--- src/rtl/arith_pkg.sv ---
// Shared arithmetic definitions: FSM state encoding and default operand width.
package arith_pkg;
  localparam int ARITH_W = 8;

  typedef enum logic [1:0] {
    IDLE  = 2'd0,
    SHIFT = 2'd1,
    DONE  = 2'd2
  } state_t;
endpackage

--- src/rtl/serial_subtractor_if.sv ---
// Start/operand request and busy/done/result response bundle for the serial subtractor.
interface serial_subtractor_if #(parameter int WIDTH = arith_pkg::ARITH_W);
  logic             start;
  logic [WIDTH-1:0] a;
  logic [WIDTH-1:0] b;
  logic             bin;
  logic             busy;
  logic             done;
  logic [WIDTH-1:0] diff;
  logic             bout;

  modport master (output start, a, b, bin, input  busy, done, diff, bout);
  modport slave  (input  start, a, b, bin, output busy, done, diff, bout);
endinterface

--- src/rtl/full_subtractor.sv ---
// One-bit full subtractor cell: d = x - y - bin, borrow-out in bout.
module full_subtractor (
  input  logic x,
  input  logic y,
  input  logic bin,
  output logic d,
  output logic bout
);
  assign d    = x ^ y ^ bin;
  assign bout = (~x & y) | (~(x ^ y) & bin);
endmodule

--- src/rtl/serial_subtractor.sv ---
// Bit-serial subtractor: a - b - bin, one bit per clock LSB first through one cell.
module serial_subtractor
  import arith_pkg::*;
#(
  parameter int WIDTH = ARITH_W
) (
  input  logic clk,
  input  logic rst_n,
  serial_subtractor_if.slave bus
);
  localparam int            CW   = $clog2(WIDTH + 1);
  localparam logic [CW-1:0] LAST = CW'(WIDTH - 1);

  state_t           state, state_nxt;
  logic [WIDTH-1:0] a_sr, b_sr, res;
  logic [CW-1:0]    cnt;
  logic             borrow, busy_q, done_q;
  logic             load, step, d, bo;

  full_subtractor u_fs (
    .x    (a_sr[0]),
    .y    (b_sr[0]),
    .bin  (borrow),
    .d    (d),
    .bout (bo)
  );

  always_ff @(posedge clk or negedge rst_n) begin
    if (!rst_n) state <= IDLE;
    else        state <= state_nxt;
  end

  always_comb begin
    state_nxt = state;
    load      = 1'b0;
    step      = 1'b0;
    unique case (state)
      IDLE:  if (bus.start) begin
               load      = 1'b1;
               state_nxt = SHIFT;
             end
      SHIFT: begin
               step = 1'b1;
               if (cnt == LAST) state_nxt = DONE;
             end
      DONE:  state_nxt = IDLE;
      default: state_nxt = IDLE;
    endcase
  end

  // Result bits enter at the MSB so after WIDTH shifts the LSB lands at bit 0.
  always_ff @(posedge clk or negedge rst_n) begin
    if (!rst_n) begin
      a_sr   <= '0;
      b_sr   <= '0;
      res    <= '0;
      borrow <= 1'b0;
      cnt    <= '0;
    end else if (load) begin
      a_sr   <= bus.a;
      b_sr   <= bus.b;
      res    <= '0;
      borrow <= bus.bin;
      cnt    <= '0;
    end else if (step) begin
      a_sr   <= a_sr >> 1;
      b_sr   <= b_sr >> 1;
      res    <= {d, res[WIDTH-1:1]};
      borrow <= bo;
      cnt    <= cnt + CW'(1);
    end
  end

  // Flags come from next-state so they are clean flops rather than state decodes.
  always_ff @(posedge clk or negedge rst_n) begin
    if (!rst_n) begin
      busy_q <= 1'b0;
      done_q <= 1'b0;
    end else begin
      busy_q <= (state_nxt != IDLE);
      done_q <= (state_nxt == DONE);
    end
  end

  assign bus.busy = busy_q;
  assign bus.done = done_q;
  assign bus.diff = res;
  assign bus.bout = borrow;
endmodule

--- src/flat_wrapper.sv ---
// flat-port wrapper written by rule: the top's interface ports become plain ports
module serial_subtractor_flat import arith_pkg::*;
#(
  parameter int WIDTH = ARITH_W
)
  (clk, rst_n, bus_start, bus_a, bus_b, bus_bin, bus_busy, bus_done, bus_diff, bus_bout);
  serial_subtractor_if #(.WIDTH(WIDTH)) bus_i ();
  input  logic clk;
  input  logic rst_n;
  input wire logic [$bits(bus_i.start)-1:0] bus_start;
  input wire logic [$bits(bus_i.a)-1:0] bus_a;
  input wire logic [$bits(bus_i.b)-1:0] bus_b;
  input wire logic [$bits(bus_i.bin)-1:0] bus_bin;
  output wire logic [$bits(bus_i.busy)-1:0] bus_busy;
  output wire logic [$bits(bus_i.done)-1:0] bus_done;
  output wire logic [$bits(bus_i.diff)-1:0] bus_diff;
  output wire logic [$bits(bus_i.bout)-1:0] bus_bout;
  assign bus_i.start = bus_start;
  assign bus_i.a = bus_a;
  assign bus_i.b = bus_b;
  assign bus_i.bin = bus_bin;
  assign bus_busy = bus_i.busy;
  assign bus_done = bus_i.done;
  assign bus_diff = bus_i.diff;
  assign bus_bout = bus_i.bout;
  serial_subtractor #(.WIDTH(WIDTH)) u_core (.clk(clk), .rst_n(rst_n), .bus(bus_i));
endmodule
--- config.mk ---
export PLATFORM = sky130hd
export DESIGN_NAME = serial_subtractor_flat
export DESIGN_NICKNAME = d
export VERILOG_FILES = /design/src/rtl/arith_pkg.sv /design/src/rtl/serial_subtractor_if.sv /design/src/rtl/full_subtractor.sv /design/src/rtl/serial_subtractor.sv /design/src/flat_wrapper.sv
export SDC_FILE = /design/constraint.sdc
export NUM_CORES = 1
export LEC_CHECK = 0
export BUFFER_PORTS_ARGS = -buffer_cell sky130_fd_sc_hd__buf_2
export CAP_MARGIN = 20
export CORE_ASPECT_RATIO = 1.5
export CORE_MARGIN = 5
export CORE_UTILIZATION = 53
export DETAILED_ROUTE_END_ITERATION = 10
export PLACE_DENSITY = 0.78
export SYNTH_ARGS = -nofsm -noshare
export SYNTH_HDL_FRONTEND = slang
export SYNTH_HIERARCHICAL = 1
export SYNTH_SLANG_ARGS = --single-unit
--- constraint.sdc ---
create_clock -name clk -period 1.5 [get_ports clk]
set_input_delay 0 -clock clk [delete_from_list [all_inputs] [get_ports clk]]
set_output_delay 0 -clock clk [all_outputs]
set_load 0.01 [all_outputs]
* Yosys cells after proc, flatten, opt, wreduce, memory -nomap -nowiden
Cells that the tools add are included.
** Word-level totals
- Register bits :: 33
- Bits in latches :: 0
- RAM bits :: 0
- ROM bits :: 0
- Input port bits :: 20
- Output and inout bits :: 11
- Word-level logic and storage cells :: 38
- Memories kept :: 0
** Operators by class
- Add/sub/neg operators :: 1
- Multiply operators :: 0
- Div/mod/pow operators :: 0
- Order comparisons :: 0
- Eq/ne operators :: 3
- Shifts and indexed selects :: 0
- Multiplexer cells :: 16
- Bitwise gates (word level) :: 7
- Reduce and logical (&&, ||, !) cells :: 3
** Operators with widths (count)
- 2-to-1 mux 8 bit :: 6
- 2-to-1 mux 4 bit :: 2
- 2-to-1 mux 1 bit :: 5
- adder 4 x 1 -> 4 bit, second input constant :: 1
- equality test 4 x 3 -> 1 bit, second input constant :: 1
- 2-to-1 mux 2 bit :: 2
- one-hot mux 2 bit (2 select lines) :: 1
- nonzero test 2 bit :: 2
- AND 1 bit :: 2
- equality test 2 x 1 -> 1 bit, second input constant :: 1
- equality test 2 bit, second input constant :: 1
- zero test 2 bit :: 1
- inverter 1 bit :: 2
- bitwise XOR 1 bit :: 2
- OR 1 bit :: 1

* Logic depth before layout (Yosys ltp)
Gate-level depths: netlist of the first run.
- Depth in word-level cells :: 6
- Mapped depth :: 5
- Gate-level depth less buffers :: 5

* Modules after synthesis
Netlist of the first run, hierarchy kept.
** By module, submodules not included
- serial_subtractor :: times used 1, cells an instance 140, area an instance 1455.1 um^2, sequential area each 825.8 um^2
- full_subtractor :: times used 1, cells an instance 4, area an instance 31.3 um^2, sequential area each 0.0 um^2

* Worst setup path after synthesis of the first run
No wires, ideal clock.
- Path kind :: register -> register
- Start point :: register u_core.state[0]
- End point :: register u_core.a_sr[0]
- Setup time :: 122 ps
- Arrival time :: 1009 ps
- Required time :: 1378 ps
- Slack :: 368 ps
- Cell stages (with the launch flop) :: 6
- Path buffers :: 2
- Period minus slack after synthesis :: 1132 ps
- Cells stage by stage :: dfrtp_1 nor2b_1 buf_6 buf_12 a22oi_2 nand2_1
** Between the ends
- Longest elaborated chain between the ends :: 3
- Elaborated cells between the ends (all ways) :: 6
- Those cells by class :: 1 x eq/ne; 3 x mux; 2 x reduce/logical
** Ends and longest elaborated chain
- start: declaration :: line serial_subtractor.sv:14 : state_t state, state_nxt;
- start signal: assignment :: line serial_subtractor.sv:30 : else state <= state_nxt;
- equality test 2 x 1 -> 1 bit or zero test 2 bit (tied branches) :: line serial_subtractor.sv:37 : unique case (state)
- 2-to-1 mux 1 bit :: line serial_subtractor.sv:37
- nonzero test 2 bit (no line) or 2-to-1 mux 8 bit (tied branches)
- end signal: assignment :: line serial_subtractor.sv:60 : a_sr <= bus.a;
- end signal: assignment :: line serial_subtractor.sv:66 : a_sr <= a_sr >> 1;
- end: declaration :: line serial_subtractor.sv:15 : logic [WIDTH-1:0] a_sr, b_sr, res;
Several ways; a longest one is shown, not always the timed one.
A chain may end at the register's enable or synchronous reset.

* Worst setup path in the final report of the first run
- Start point :: register u_core.state[1]
- End point :: register u_core.state[0]
** Between the ends
- Longest elaborated chain between the ends :: 2
- Elaborated cells between the ends (all ways) :: 3
- Those cells by class :: 1 x eq/ne; 1 x mux; 1 x reduce/logical
** Ends and longest elaborated chain (line)
- equality test 2 x 1 -> 1 bit or zero test 2 bit (tied branches) :: serial_subtractor.sv:37
- one-hot mux 2 bit (2 select lines) * :: serial_subtractor.sv:37
- via u_core.state_nxt[0] :: serial_subtractor.sv:14
Mark *: on every way through the listed nets, which the timed path passes. The rest lies on a longest branch.

==> metrics.txt, run 1 <==
die width between 50 and 60 um; Distinct cells, synth 25; Area contributors post-synth dfrtp_1, nand2_1, a22oi_2; diodes inserted 0; maximum vdd drop 0.0009756 V; clk_lat worst skew 0.28 ns; Starting Density 0.5554; gr usage total 0.1889; layout cells sized above 1 0.2893; Post-Syn Area 1486 um2; fin nets 218; Top FF cell, synth dfrtp_1; DRT Pass-1 Iters 4; Root Driver clkbuf_8; Residual DRC 0; Simple-Gate Fraction of Synth Area 0.1751; Final Cycle Share 0.9037; EDFF count, synth 0; R2R Path Start u_core/state[1]; MaxCap Viol Count 0; GRT overflow 0; FF+latch count, synth 33; f_max 737.7 MHz; final setup vio count 0; area growth from synthesis to layout 29.21%; xor/xnor share of the synthesized area 0.005892; via/cell ratio between 5 and 6; register area share after synthesis 0.5556; Mapped Avg Cell Area 10.32 um2; Critical Path Start u_core/state[1]; Leakage 0.0009561 uW; pwr dens 1825 nW/um2; Final Max Slew Viols 0; FF-to-FF setup slack 0.14 ns; Post-Synth Adder-Cell Area 0.02189; Fill cells 196; first-pass GRT wire length 5388 um; Async SR Flop Fraction 1.000; clock skew 0.007389 ns; crit-path max FO 25; Final Hold Vio Count 0; number of global-route vias before repair 1250; crit end category flip-flop; Clock Pin Slew Worst Setup and Hold Paths 0.07 ns; largest net degree at the start of global routing 34; die area between 3000 and 4000 um2; clock sink count 33; sequential cell area 825.8 um2; post-synthesis mux area share 0; RSZ-0062 raised after global routing no; Cell Count, Final, Fillers Out 234; WS Path Type reg2reg; CP Data Arrival Time 1.57 ns; maximum root-to-sink buffer count 2; Worst path max stage delay 0.54 ns; CTS tree done; post-route setup TNS 0 ns; status completed; chip height 74.86 um; min cycle time layout 1.356 ns; Yosys top cell by area dfrtp_1; FP Rows 23; critical path capture point u_core/state[0]; IO Port Bufs 30; HP Class in2reg; crit-path cells nor2b_4 > o21ai_0 > nand2b_1; R2R Path End u_core/state[0]; wire per inst 13.15 um; Placed Cells 208; Routed WL 3076 um; area of the multi-input gates 575.6 um2; Rel. slew slack 0.5349; core area between 2000 and 3000 um2; crit path max-delay cell type nor2b_4; dpl hpwl 2093 um; Synth warnings 6; type of origin of the critical path flip-flop; R2R cell count 3; Detail Route Antenna Nets 0; vias post-DR around 1200; H-tree depth 2; Placer Congestion roughly 0.76; Worst Tran Pin Value 0.6977 ns; main combinational cell family by area after synthesis compound AO/OA/AOI/OAI gates; post-synth net total approximately 170; power after layout 3506 uW; CTS buffer count 5; DRT iter0 DRCs 30; Synth Area in Compound Gates 0.1751; io pins 31; Mapped Cells 144; initial antenna violation count 0; required time worst endpoint 1.72 ns; top cell type's share of synthesized area 0.5556
-- per-layer routing --
metal,GRT usage,up-vias,share of wire,routed length (um)
met4,0.1165,0,0.033,101
met1,0.2202,569,0.39,1210
met3,0.05545,14,0.048,149
met2,0.3015,27,0.53,1616
li1,-,578,-,-
met5,0,-,0,0
-- placed cells by master (no fill, tap or decap) --
cell and instances:
clkinv_2 2, clkbuf_8 5, dfrtp_1 33, a21o_1 1, nand3_1 1, o21bai_2 1, o21ai_1 12, a22oi_1 5
nand2b_1 2, clkbuf_1 1, inv_1 3, nor3_1 2, nor3b_1 1, xor2_1 1, a22oi_2 10, inv_2 1
fa_1 1, nor2b_4 1, ha_1 1, nor3b_4 1, nand2_1 55, o21bai_1 1, buf_2 30, buf_4 6
dlygate4sd3_1 18, o22ai_1 1, o21ai_0 1
-- cell type report --
type | count | area share
clock buffers | 6 | 0.03779
clock inverters | 2 | 0.005212
inverters | 4 | 0.007818
multi-input cells | 98 | 0.2997
flip-flops and latches | 33 | 0.4300
well taps | 37 | 0.02410
repair buffers | 54 | 0.1954
-- metrics by stage --
| stage | setup WS, ns | hold slack [ns] | cell area (um2) | utilization |
|---|---|---|---|---|
| floorplan | 0.3684 | -0.2956 | 1486 | - |
| global placement | -0.1369 | 0.08230 | 1653 | 0.6176 |
| detailed placement | -0.2496 | 0.09325 | 1653 | 0.6176 |
| CTS | 0.1298 | 0.04644 | 1921 | 0.7176 |
| global route | 0.01916 | 0.08521 | 1921 | 0.7176 |
| finish | 0.1445 | 0.04942 | 1921 | 0.7176 |
-- report_power, final --
group | total [uW] | internal (uW) | switching [uW]
sequential | 1510 | 1260 | 250
combinational | 1380 | 606 | 770
clock | 622 | 321 | 301
-- cells in the mapped netlist (2+ instances only) --
master,count
buf_4,2
a22oi_2,10
inv_1,3
buf_2,3
nand2b_1,2
nor3_1,2
dfrtp_1,33
buf_6,3
o21ai_1,12
nand2_1,55
a22oi_1,5
-- timing repair --
item / in CTS / in global routing
endpoints found under the setup margin: 25 / 0
hold buffers: 18 / 0
resized for setup: 1 / 0
buffers inserted: 0 / 0
endpoints found under the hold margin: 50 / 0
-- sequential cells by signal, summed over array words and instances (netlist names) --
register	count
u_core/a_sr	8
u_core/b_sr	8
u_core/bus.bout	1
u_core/bus.busy	1
u_core/bus.diff	8
u_core/bus.done	1
u_core/cnt	4
u_core/state	2
-- how the worst min path moves through the flow --
stage	startpoint	endpoint	slack (ns)	cells past startpoint
2_1_floorplan	rst_n	u_core/a_sr[0]	-0.30	0
3_5_place_dp	rst_n	u_core/bus.diff[3]	0.09	1
3_3_place_gp	rst_n	u_core/bus.diff[0]	0.08	1
4_1_cts	bus_start	u_core/cnt[0]	0.05	4
6_report	bus_start	u_core/cnt[0]	0.05	4
5_1_grt	bus_start	u_core/cnt[0]	0.09	4
-- critical path, delay by kind of cell, from the launching register on --
family	cells	cell delay, ns
AO/OA/AOI/OAI	1	0.21
flip-flops	1	0.41
AND/OR/NAND/NOR	2	0.66
-- cells by family after synthesis --
| logic type | count (synthesis) |
|---|---|
| AND/OR/NAND/NOR | 63 |
| flip-flops | 33 |
| AO/OA/AOI/OAI | 32 |
| buffers and inverters | 13 |
| adder cells (fa/ha/maj) | 2 |
| XOR/XNOR | 1 |
No activity file was read; power rests on OpenSTA's default activity.
==> run 2, diff against run 1 <==
--- a/config.mk
+++ b/config.mk
@@ -11,6 +11,7 @@
 export CORE_MARGIN = 5
 export CORE_UTILIZATION = 53
 export DETAILED_ROUTE_END_ITERATION = 10
+export MAX_ROUTING_LAYER = met4
 export PLACE_DENSITY = 0.78
 export SYNTH_ARGS = -nofsm -noshare
 export SYNTH_HDL_FRONTEND = slang
==> run 2 against run 1 <==
Effect of this change:
- clock power hardly changed
- worst setup slack worse by 0.0092 ns
- design area stayed put
- sequential cell count stayed put
- clock-buffer cell count stayed put
- non-clock buffer count stayed put
- maximum frequency is 0.68% lower
- sequential power hardly changed
- sequential share of layout area stayed put
- total power hardly changed
- final cell count stayed put
- critical path type unchanged
- critical endpoint unchanged
- largest cell class unchanged
==> metrics.txt, run 2 (synthesis gave the netlist of run 1 again) <==
status completed; dpl hpwl 2093 um (unchanged); area growth from synthesis to layout 29.21% (unchanged); HP Class in2reg; RSZ-0062 raised after global routing no; fin nets 218 (unchanged); first-pass GRT wire length 5354 um (-0.63%); Critical Path Start u_core/state[1]; clock skew 0.006928 ns (-0.0004611 ns); Final Max Slew Viols 0 (unchanged); Gate power share 0.392 (about the same); final setup vio count 0 (unchanged); worst setup slack after placement -0.2496 ns (unchanged); clk_lat worst skew 0.28 ns (about the same); vias post-DR 1186 (-0.17%); required time worst endpoint 1.72 ns (about the same); area of the multi-input gates 575.6 um2 (unchanged); WS Path Type reg2reg; Final Hold Vio Count 0 (unchanged); Worst Hold Launch bus_start; FP Rows 23 (unchanged); crit end category flip-flop; core area 2676 um2 (unchanged); pwr dens 1825 nW/um2 (about the same); H-tree depth 2 (unchanged); gr usage total 0.1921 (+0.003229); Sw Share 0.3769 (about the same); Residual DRC 0 (unchanged); maximum vdd drop 0.0009750 V (about the same); most frequent cells in the layout nand2_1, dfrtp_1, buf_2; GRT overflow 0 (unchanged); Worst Tran Pin Value 0.6962 ns (-0.001491 ns); Final WS setup 0.1353 ns (-0.009219 ns); chip height 74.86 um (unchanged); Clock Pin Slew Worst Setup and Hold Paths 0.07 ns (about the same); Routed WL 3069 um (-0.23%); Setup Fix Bufs, Post-CTS 0 (unchanged); internal power 2184 uW (about the same); largest net degree at the start of global routing 34 (unchanged); die area 3986 um2 (unchanged); maximum root-to-sink buffer count 2 (unchanged); Fill cells 196 (unchanged); min cycle time layout 1.365 ns (+0.009219 ns); diodes inserted 0 (unchanged); power after layout 3505 uW (about the same); Detail Route Antenna Nets 0 (unchanged); f_max 732.7 MHz (-0.68%); IO Port Bufs 30 (unchanged); Rel. slew slack 0.5359 (+0.0009930); CP Data Arrival Time 1.58 ns (about the same); MaxCap Viol Count 0 (unchanged); Clk pwr share 0.177 (about the same); layout cells sized above 1 0.2893 (unchanged); Leakage 0.0009561 uW (unchanged); sequential cell area 825.8 um2 (unchanged); clock sink count 33 (unchanged); R2R Path Start u_core/state[1]; type of origin of the critical path flip-flop; Starting Density 0.5554 (unchanged); DRT iter0 DRCs 37 (+23%); crit-path max FO 25 (unchanged); initial antenna violation count 0 (unchanged); wire per inst 13.12 um (-0.23%); DRT Pass-1 Iters 4 (unchanged); commonest non-fill, non-tap cell in the layout nand2_1; io pins 31 (unchanged); sequential power share 0.430 (about the same); CTS tree done; die width 53.24 um (unchanged); CTS buffer count 5 (unchanged); number of global-route vias before repair 1250 (unchanged); via/cell ratio 5.068 (-0.17%); Final Cycle Share 0.9098 (+0.006146); Root Driver clkbuf_8; Psw 1321 uW (about the same); Placer Congestion 0.7720 (+1.3%)
run 2: cell counts in the layout (fill, tap and decap cells not counted):
Identical to the previous run, type by type.
run 2: layer usage:
layer  part of all wire  routed length (um)  track usage
met4              0.033                 100       0.1250
met1               0.39                1200       0.2202
met5                  0                   0            -
met3              0.045                 139      0.03762
met2               0.53                1628       0.3015
run 2: timing repair:
| item | 4_1_cts | 5_1_grt |
|---|---|---|
| gates resized for setup | 1 | 0 |
| hold buffers | 18 | 0 |
| endpoints found under the setup margin | 25 | 0 |
| endpoints found under the hold margin | 50 | 0 |
run 2: power groups by stage:
stage	registers [uW]	logic, uW	clock network [uW]
after global placement	1490	1260	0
final	1510	1380	622
after floorplan	1540	1010	0
after CTS	1510	1400	648
after global routing	1560	1560	684
after detailed placement	1520	1340	0
run 2: layout make-up:
type	count	area share
repair buffers	54	0.1954
clock buffers	6	0.03779
inverters	4	0.007818
multi-input cells	98	0.2997
flip-flops and latches	33	0.4300
clock inverters	2	0.005212
well taps	37	0.02410
run 2: path summary, 6_finish.rpt:
kind                                       to  slack (ns)  cells past startpoint
setup / recovery              u_core/state[0]        0.14                      3
hold / removal                  u_core/cnt[0]        0.05                      4
setup reg to reg              u_core/state[0]        0.14                      3
hold reg to reg                u_core/b_sr[0]        0.47                      2
max in group asynchronous      u_core/b_sr[2]        0.74                      2
min in group asynchronous  u_core/bus.diff[3]        0.30                      2
run 2: through the flow:
step	utilization	setup TNS (ns)	std cells	hold WS, ns	area (um2)
floorplan	-	0	144	-0.2956	1486
CTS	0.7176	0	234	0.04644	1921
global placement	0.6176	-1.442	208	0.08230	1653
detailed placement	0.6176	-3.295	208	0.09325	1653
global route	0.7176	0	234	0.09143	1921
finish	0.7176	0	234	0.05045	1921
run 2: critical path, stage by stage (launching register included):
cell      delay (ns)
dfrtp_1         0.41
nor2b_4         0.54
o21ai_0         0.22
nand2b_1        0.12
==> run 3, diff against run 2 <==
--- a/config.mk
+++ b/config.mk
@@ -11,8 +11,10 @@
 export CORE_MARGIN = 5
 export CORE_UTILIZATION = 53
 export DETAILED_ROUTE_END_ITERATION = 10
+export GPL_TIMING_DRIVEN = 0
 export MAX_ROUTING_LAYER = met4
 export PLACE_DENSITY = 0.78
+export REMOVE_ABC_BUFFERS = 1
 export SYNTH_ARGS = -nofsm -noshare
 export SYNTH_HDL_FRONTEND = slang
 export SYNTH_HIERARCHICAL = 1
==> run 3 against run 2 <==
Effect of this change:
- register-to-register slack improved by 0.02 ns
- maximum frequency rose by 1.3%
- first-iteration DRC count decreased by 70%
- die area stayed put
- combinational power about the same
- critical path depth increased by 1
- non-clock buffer count down 3
- design area increased by 2.5%
- sequential power barely moved
- sequential share of layout area is 1.1 points lower
- sequential cell count unchanged
- critical path type unchanged
- critical endpoint is now u_core/bus.diff[0]
==> metrics.txt, run 3 (synthesis gave the netlist of run 1 again) <==
status completed; Routed WL 3110 um (+1.3%); R2R Path Start u_core/state[0]; maximum vdd drop 0.001492 V (+53%); initial antenna violation count 0 (unchanged); chip height 74.86 um (unchanged); Final Cycle Share 0.8981 (-0.01174); crit-path max FO 15 (-40%); type of origin of the critical path flip-flop; die area 3986 um2 (unchanged); Root Driver clkbuf_8; number of global-route vias before repair 1232 (-1.4%); Area after DPL 1638 um2 (-0.91%); final core occ 0.7359 (+0.01823); maximum root-to-sink buffer count 2 (unchanged); clk_lat worst skew 0.29 ns (about the same); crit path max-delay cell type dfrtp_1; H-tree depth 2 (unchanged); WS Path Type reg2reg; CTS buffer count 5 (unchanged); clock sink count 33 (unchanged); Leakage 0.0009614 uW (+0.56%); pwr dens 1908 nW/um2 (+4.6%); required time worst endpoint 1.71 ns (about the same); DRT iter0 DRCs 11 (-70%); largest net degree at the start of global routing 34 (unchanged); vias post-DR 1161 (-2.1%); Final Max Slew Viols 0 (unchanged); dpl hpwl 2046 um (-2.2%); MaxCap Viol Count 0 (unchanged); io pins 31 (unchanged); CTS tree done; HP Class in2reg; first-pass GRT wire length 5340 um (-0.26%); CP Data Arrival Time 1.55 ns (-0.03 ns); Cell Count, Final, Fillers Out 231 (-1.3%); IO Port Bufs 30 (unchanged); final setup vio count 0 (unchanged); Residual DRC 0 (unchanged); commonest non-fill, non-tap cell in the layout nand2_1; area growth from synthesis to layout 32.49%; most frequent cells in the layout nand2_1, dfrtp_1, buf_2; min cycle time layout 1.347 ns (-0.01761 ns); Detail Route Antenna Nets 0 (unchanged); RSZ-0062 raised after global routing no; FP Rows 23 (unchanged); core area 2676 um2 (unchanged); Starting Density 0.5554 (unchanged); design area 1969 um2 (+2.5%); layout cells sized above 1 0.2835 (-0.005835); Placed Cells 204 (-1.9%); worst setup slack after placement -0.05663 ns (+0.1929 ns); Worst Tran Pin Value 0.6996 ns (+0.003406 ns); Worst Hold Launch bus_start; GRT overflow 0 (unchanged); die width 53.24 um (unchanged); Clock Pin Slew Worst Setup and Hold Paths 0.07 ns (about the same); f_max 742.3 MHz (+1.3%); clock skew 0.006788 ns (-0.0001403 ns); crit end category flip-flop; Placer Congestion 0.6647 (-14%); diodes inserted 0 (unchanged); Final Hold Vio Count 0 (unchanged); Critical Path Start u_core/state[0]; crit-path cells nor2b_4 > buf_8 > nand2_1 > o21ai_1; Rel. slew slack 0.5336 (-0.002270); Worst path max stage delay 0.48 ns (-0.06 ns); gr usage total 0.1944 (+0.002302); fin nets 215 (-1.4%); wire per inst 13.46 um (+2.7%); worst hold slack 0.1014 ns (+0.05092 ns); Final WS setup 0.1529 ns (+0.01761 ns); via/cell ratio 5.026 (-0.84%); DRT Pass-1 Iters 3 (-1)
[run 3: cell types whose count changed in the layout (fill, tap and decap cells not counted), sizes merged]
cell    previous run  this run
buf               36        33
bufinv             0         1
clkbuf             6         7
clkinv             2         0
[run 3: repair_timing]
action | CTS | global route
setup endpoints to repair | 15 | 17
hold buffers | 18 | 0
gates resized for setup | 0 | 3
buffers inserted | 1 | 0
pin swaps | 1 | 0
endpoints found under the hold margin | 50 | 0
[run 3: layout make-up]
| class | instances | area (um2) |
|---|---|---|
| clock buffer | 7 | 86.33 |
| clock inverter | 1 | 30.03 |
| fill | 203 | 706.9 |
| inverter | 4 | 15.01 |
| multi-input combinational | 98 | 585.6 |
| sequential | 33 | 825.8 |
| tap | 37 | 46.29 |
| timing repair buffer | 51 | 380.4 |
[run 3: routing by layer]
layer,GRT usage,vias to the layer above,share of wire
li1,-,573,-
met1,0.2010,553,0.37
met2,0.3329,26,0.56
met3,0.06535,9,0.048
met4,0.07670,0,0.022
met5,-,-,0
[run 3: per-stage QoR]
step	power (uW)	TNS [ns]
6_report	3758	0
5_1_grt	4064	0
4_1_cts	3778	0
3_5_place_dp	2842	-0.6229
3_3_place_gp	2674	-21.93
2_1_floorplan	2362	-10.73
[run 3: worst paths after layout]
| kind | slack (ns) | to | cells past startpoint |
|---|---|---|---|
| max in group asynchronous | 0.76 | u_core/bus.done | 2 |
| hold reg to reg | 0.48 | u_core/b_sr[2] | 2 |
| min in group asynchronous | 0.29 | u_core/bus.diff[0] | 2 |
| setup / recovery | 0.15 | u_core/bus.diff[0] | 4 |
| setup reg to reg | 0.15 | u_core/bus.diff[0] | 4 |
| hold / removal | 0.10 | u_core/bus.busy | 3 |
[run 3: worst max-delay path, delay by kind of cell, from the launching register on]
kind            cells  cell delay (ns)
compound gates      1             0.09
buf+inv             1             0.21
flops               1             0.48
simple gates        2             0.49
[run 3: power by group]
| group | internal, uW | switching (uW) | leakage, uW |
|---|---|---|---|
| Combinational | 627 | 757 | 0.000482 |
| Sequential | 1260 | 259 | 0.000421 |
| Clock | 541 | 317 | 0.0000585 |
| Total | 2430 | 1330 | 0.000961 |
